==> config.mk <==
export PLATFORM = sky130hd
export DESIGN_NAME = jt89_wr_sched
export DESIGN_NICKNAME = d
export VERILOG_FILES = /design/src/rtl/jt89_sched_pkg.sv /design/src/rtl/jt89_wr_fifo.sv /design/src/rtl/jt89_wr_sched.sv
export SDC_FILE = /design/constraint.sdc
export NUM_CORES = 1
export LEC_CHECK = 0
export ABC_AREA = 1
export BUFFER_PORTS_ARGS = -buffer_cell sky130_fd_sc_hd__buf_4
export CORE_ASPECT_RATIO = 0.9
export CORE_MARGIN = 5
export CORE_UTILIZATION = 59
export DETAILED_ROUTE_END_ITERATION = 8
export PLACE_DENSITY = 0.91
export SYNTH_ARGS = -nofsm -noshare
export SYNTH_HDL_FRONTEND = slang
export SYNTH_SLANG_ARGS = --single-unit
==> constraint.sdc <==
create_clock -name clk -period 2.4 [get_ports clk]
set_input_delay 0.12 -clock clk [delete_from_list [all_inputs] [get_ports clk]]
set_output_delay 0.12 -clock clk [all_outputs]
set_load 0.02 [all_outputs]
==> src/rtl/jt89_sched_pkg.sv <==
// Shared types and constants for the jt89 write scheduler.
package jt89_sched_pkg;

    typedef enum logic [2:0] {
        IDLE  = 3'd0,
        RL_LO = 3'd1,
        RL_HI = 3'd2,
        WR_LO = 3'd3,
        WR_HI = 3'd4
    } state_t;

    localparam logic REQ_A = 1'b0;
    localparam logic REQ_B = 1'b1;

    localparam int unsigned LATCH_BIT = 7;

endpackage

==> src/rtl/jt89_wr_fifo.sv <==
// Synchronous FIFO for requester A; push is ignored when full, pop when empty,
// and a simultaneous push+pop leaves the count unchanged.
module jt89_wr_fifo #(
    parameter int unsigned AW = 2,
    parameter int unsigned DW = 8
) (
    input  logic          clk,
    input  logic          rst,
    input  logic          push,
    input  logic [DW-1:0] din,
    input  logic          pop,
    output logic [DW-1:0] dout,
    output logic          full,
    output logic          empty
);
    localparam int unsigned DEPTH = 1 << AW;

    logic [DW-1:0] mem [DEPTH];
    logic [AW-1:0] wp;
    logic [AW-1:0] rp;
    logic [AW:0]   cnt;
    logic          do_push;
    logic          do_pop;

    assign full    = (cnt == (AW+1)'(DEPTH));
    assign empty   = (cnt == '0);
    assign do_push = push && !full;
    assign do_pop  = pop && !empty;
    assign dout    = mem[rp];

    always_ff @(posedge clk) begin
        if (do_push) mem[wp] <= din;
    end

    always_ff @(posedge clk) begin
        if (rst) begin
            wp  <= '0;
            rp  <= '0;
            cnt <= '0;
        end else begin
            if (do_push) wp <= wp + AW'(1);
            if (do_pop)  rp <= rp + AW'(1);
            cnt <= cnt + (AW+1)'(do_push) - (AW+1)'(do_pop);
        end
    end

endmodule

==> src/rtl/jt89_wr_sched.sv <==
// jt89 write scheduler: arbitrates CPU FIFO (A) and player stream (B) into
// spaced wr_n pulses, re-issuing a latch byte when requesters interleave.
// Optional drop counter enabled by defining PSG_SCHED_DROPCNT_EN.
module jt89_wr_sched
    import jt89_sched_pkg::*;
#(
    parameter int unsigned FIFO_AW = 2,
    parameter int unsigned WR_GAP  = 2
) (
    input  logic       clk,
    input  logic       rst,
    input  logic       a_wr,
    input  logic [7:0] a_din,
    output logic       a_full,
    output logic       a_ovf,
    input  logic       b_valid,
    input  logic [7:0] b_data,
    output logic       b_ready,
    output logic       psg_wr_n,
    output logic [7:0] psg_din,
    output logic       busy,
    output logic [7:0] drop_cnt
);
    localparam int unsigned CW = $clog2(WR_GAP + 1);

    state_t        state;
    logic [CW-1:0] gap;
    logic [7:0]    byte_r;
    logic [7:0]    shadow [2];
    logic [1:0]    shadow_v;
    logic          owner;
    logic          owner_v;
    logic          rr;
    logic          grantee_r;

    logic          a_empty;
    logic [7:0]    a_dout;
    logic          a_drop;
    logic          grant_a;
    logic          grant_b;
    logic          gnt_id;
    logic [7:0]    sel_byte;
    logic          relatch;
    logic          gap_done;

    assign a_drop = a_wr && a_full;
    assign busy   = (state != IDLE) || !a_empty;

    jt89_wr_fifo #(.AW(FIFO_AW), .DW(8)) u_fifo (
        .clk   (clk),
        .rst   (rst),
        .push  (a_wr),
        .din   (a_din),
        .pop   (grant_a),
        .dout  (a_dout),
        .full  (a_full),
        .empty (a_empty)
    );

    // Arbitration and relatch decision, only meaningful in IDLE
    always_comb begin
        grant_a = 1'b0;
        grant_b = 1'b0;
        if (state == IDLE) begin
            if (!a_empty && b_valid) begin
                grant_a = (rr == REQ_A);
                grant_b = (rr == REQ_B);
            end else begin
                grant_a = !a_empty;
                grant_b = b_valid;
            end
        end
        gnt_id   = grant_b ? REQ_B : REQ_A;
        sel_byte = grant_b ? b_data : a_dout;
        relatch  = !sel_byte[LATCH_BIT] && owner_v && (owner != gnt_id) && shadow_v[gnt_id];
        gap_done = (gap == CW'(WR_GAP - 1));
    end

    // b_ready follows the grant by one cycle; the player holds b_data until then
    always_ff @(posedge clk) begin
        if (rst) begin
            state     <= IDLE;
            gap       <= '0;
            byte_r    <= '0;
            psg_wr_n  <= 1'b1;
            psg_din   <= '0;
            b_ready   <= 1'b0;
            a_ovf     <= 1'b0;
            shadow[0] <= '0;
            shadow[1] <= '0;
            shadow_v  <= '0;
            owner     <= REQ_A;
            owner_v   <= 1'b0;
            rr        <= REQ_A;
            grantee_r <= REQ_A;
        end else begin
            b_ready <= 1'b0;
            if (a_drop) a_ovf <= 1'b1;
            case (state)
                IDLE: begin
                    if (grant_a || grant_b) begin
                        rr        <= ~gnt_id;
                        grantee_r <= gnt_id;
                        byte_r    <= sel_byte;
                        b_ready   <= grant_b;
                        gap       <= '0;
                        psg_wr_n  <= 1'b0;
                        if (relatch) begin
                            state   <= RL_LO;
                            psg_din <= shadow[gnt_id];
                        end else begin
                            state   <= WR_LO;
                            psg_din <= sel_byte;
                            owner   <= gnt_id;
                            owner_v <= 1'b1;
                            if (sel_byte[LATCH_BIT]) begin
                                shadow[gnt_id]   <= sel_byte;
                                shadow_v[gnt_id] <= 1'b1;
                            end
                        end
                    end
                end
                RL_LO: begin
                    gap <= gap + CW'(1);
                    if (gap_done) begin
                        state    <= RL_HI;
                        gap      <= '0;
                        psg_wr_n <= 1'b1;
                    end
                end
                RL_HI: begin
                    gap <= gap + CW'(1);
                    if (gap_done) begin
                        state    <= WR_LO;
                        gap      <= '0;
                        psg_wr_n <= 1'b0;
                        psg_din  <= byte_r;
                        owner    <= grantee_r;
                        owner_v  <= 1'b1;
                        if (byte_r[LATCH_BIT]) begin
                            shadow[grantee_r]   <= byte_r;
                            shadow_v[grantee_r] <= 1'b1;
                        end
                    end
                end
                WR_LO: begin
                    gap <= gap + CW'(1);
                    if (gap_done) begin
                        state    <= WR_HI;
                        gap      <= '0;
                        psg_wr_n <= 1'b1;
                    end
                end
                WR_HI: begin
                    gap <= gap + CW'(1);
                    if (gap_done) begin
                        state <= IDLE;
                        gap   <= '0;
                    end
                end
                default: begin
                    state    <= IDLE;
                    gap      <= '0;
                    psg_wr_n <= 1'b1;
                end
            endcase
        end
    end

`ifdef PSG_SCHED_DROPCNT_EN
    // Saturating count of dropped CPU writes
    always_ff @(posedge clk) begin
        if (rst) begin
            drop_cnt <= '0;
        end else if (a_drop && (drop_cnt != 8'hFF)) begin
            drop_cnt <= drop_cnt + 8'd1;
        end
    end
`else
    assign drop_cnt = 8'h00;
`endif

endmodule

==> flow_summary_export.csv <==
group,metric,value,unit
run_status,outcome,"completed",
clocking,cts_resized,0,
route,avgViaCountPerCell,5.213,
floorplan,initial_core_util,61.48,%
sta,fin_crit,2.253,ns
worst_setup_path,worstPathMaxFanout,5,
finish,final_nets,537,
worst_setup_path,startpoint_type,"flop",
worst_setup_path,rrSetupSlack,0.15,ns
power,power.net_switching,2.476,mW
route,drc,0,
finish,fin_util,69.60,%
clocking,clock_path_buffers,2,
place,hpwl,5813,um
flow_run,cap_violations,0,
clocking,cts_root_buf,"clkbuf_8",
synthesis,ys_seq_area_share,54.01,%
floorplan,die_h,89.22,um
sta,finalHoldViolations,0,
clocking,cts_tree,"yes",
sta,holdWs,0.01854,ns
route,drt-pass1-iter-count,4,
grt,antenna_found_initial,0,
route,drtIter0Drc,175,
sta,finalSetupViolCount,0,
worst_setup_path,cp.arrival,2.52,ns
sta,finalWorstSetupSlack,0.1467,ns
floorplan,core_area,0.006691,mm^2
place,place_congestion,0.8991,
synthesis,yosysUniqueCellTypes,36,
power,p_per_area,1205,mW/mm^2
floorplan,ioPinCount,41,
place,place_ws,0.2096,ns
sta,finalMaxSlewViolations,0,
sta,slew_headroom,49.24,%
finish,drive_gt1_share,19.42,%
finish,fillers,497,
sta,worstMarginPinSlew,0.7586,ns
clocking,clock_sinks,87,
sta,fmax,443.8,MHz
finish,n_antenna_cell,0,
sta,setup_tns,0,ns
worst_setup_path,critPathKind,"reg -> reg",
power,power_frac_comb,45.2,%
power,p_seq_share,37.2,%
worst_hold_path,min_path_type,"in -> reg",
worst_setup_path,worstPathRequired,2.67,ns
clocking,path_clk_slew,0.09,ns
grt,grt_pass1_vias,3225,
finish,area_delta_synth_final,13.20,%
sta,post-route-period-util,93.89,%
clocking,numCtsBuffers,9,
synthesis,synth.avg_cell_area,8.828,um^2
grt,overflow,0,
clocking,post_cts.repair.setup_buffers,0,
place,dp.cells,581,
grt,grt_max_degree,19,
synthesis,postSynthCellCount,466,
route,routedWlPerCell,14.28,um
clocking,htree_levels,3,
route,ant_nets,0,
power,pwr-share-clk,17.6,%
synthesis,synth_area,0.004114,mm^2
power,internal_power,3.137,mW
synthesis,ys_ff_latch,87,
floorplan,dieArea,0.008745,mm^2
synthesis,yosys_warnings,0,
clocking,clk_latency,0.37,ns
finish,fin_cells,605,
synthesis,synth.top_cells.by_area,"edfxtp_1 (35%), dfxtp_1 (19%), nand2_1 (9.7%)",
power,ir_drop,0.0007165,V
synthesis,yosysTopAreaCell,"edfxtp_1",
synthesis,synth_top_area_share,35.04,%
floorplan,dieWidth,98.02,um
worst_setup_path,end_kind,"flop",
grt,track_usage,21.14,%
sta,rsz0062_at_grt,"no",
floorplan,rows,28,
route,vias,3154,
place,portBuffers,32,
sta,skew,0.007247,ns
route,drt_wl_total,8638,um
power,p_leak,2.019,nW
power,switching_share,44.11,%
grt,grt_pass1_wl,14460,um
[sequential cells by signal, indices dropped and copies added, names as in the netlist, 3 cells and up, named ones only]
| register | count |
|---|---|
| u_fifo.mem | 32 |
| state | 3 |
| shadow | 16 |
| psg_din | 8 |
| u_fifo.cnt | 3 |
| byte_r | 8 |
[synthesized netlist by cell type, drive strengths merged]
cell type	n
xor2	1
a21oi	24
o2111ai	1
nand2	117
fa	1
a31oi	1
buf	17
a211oi	1
o211ai	7
ha	6
nor2	66
nand3	16
clkbuf	6
inv	58
edfxtp	48
conb	1
o21a	1
nand4	1
or2	1
dfxtp	39
o21ai	53
[per-layer routing]
layer  up-vias  part of all wire, %  global-route usage (%)
li1       1577                    -                       -
met1      1455                   41                   22.91
met2       109                   51                   39.62
met3        13                  6.8                   6.942
met4         0                  1.3                   6.792
met5         -                    0                       0
[metrics by stage]
| stage | power [mW] | instance area, um^2 |
|---|---|---|
| floorplan | 4.030 | 4140 |
| global placement | 4.489 | 4389 |
| detailed placement | 4.599 | 4389 |
| CTS | 5.597 | 4657 |
| global route | 6.041 | 4657 |
| finish | 5.613 | 4657 |
[what timing repair did]
item,CTS,global route
hold endpoints to repair,32,0
hold buffers,8,0
setup endpoints to repair,0,0
[cells by family after synthesis]
group / after synthesis / share of synthesized area, %
simple gates: 201 / 21.84
compound gates: 88 / 11.83
flops: 87 / 54.01
buf+inv: 81 / 9.702
fa+ha+maj: 7 / 2.311
xor+xnor: 1 / 0.2129
other cells: 1 / 0.09115
[critical path, cell delays in order, from the launching register on]
cell,delay (ns)
dfxtp_1,0.45
nor2_4,0.07
nand2_4,0.08
a21oi_1,0.04
o21ai_1,0.21
inv_1,0.13
ha_1,0.31
inv_1,0.07
ha_1,0.14
inv_1,0.05
fa_1,0.36
o21ai_0,0.17
a21oi_1,0.06
[final cells by class]
cell class	instances	area, um^2	area share [%]
timing repair buffer	49	387.9	8.329
clock inverter	7	63.81	1.370
inverter	58	227.7	4.890
multi-input combinational	305	1519	32.62
clock buffer	9	123.9	2.660
sequential	87	2222	47.72
tap	90	112.6	2.418
[power groups by stage]
stage | combinational [mW] | clock (mW) | sequential (mW)
floorplan | 1.87 | 0 | 2.16
global placement | 2.39 | 0 | 2.10
detailed placement | 2.48 | 0 | 2.12
CTS | 2.52 | 0.996 | 2.09
global route | 2.86 | 1.06 | 2.12
finish | 2.54 | 0.988 | 2.09
[worst paths after layout]
| path | to | depth (start not counted) | start |
|---|---|---|---|
| setup / recovery | u_fifo.cnt[2] | 12 | state[0] |
| hold / removal | a_ovf | 3 | a_wr |
| setup reg to reg | u_fifo.cnt[2] | 12 | state[0] |
| hold reg to reg | gap[1] | 2 | gap[1] |
[cell usage in the layout (no fill, tap or decap), types with 2 or more instances in the layout]
cell	instances
inv_2	8
clkinvlp_4	2
ha_1	6
nor2_2	9
o21ai_0	45
nand3_1	13
o211ai_1	7
nand3_2	3
dfxtp_1	39
dlygate4sd3_1	8
buf_4	41
a21oi_2	2
nand2_1	106
clkbuf_8	9
nand2_4	2
nor2_1	52
a21oi_1	22
inv_1	48
edfxtp_1	48
nor2_4	5
nand2_2	9
inv_6	2
inv_8	3
conb_1	8
o21ai_1	7
No activity file was read; power rests on OpenSTA's default activity.
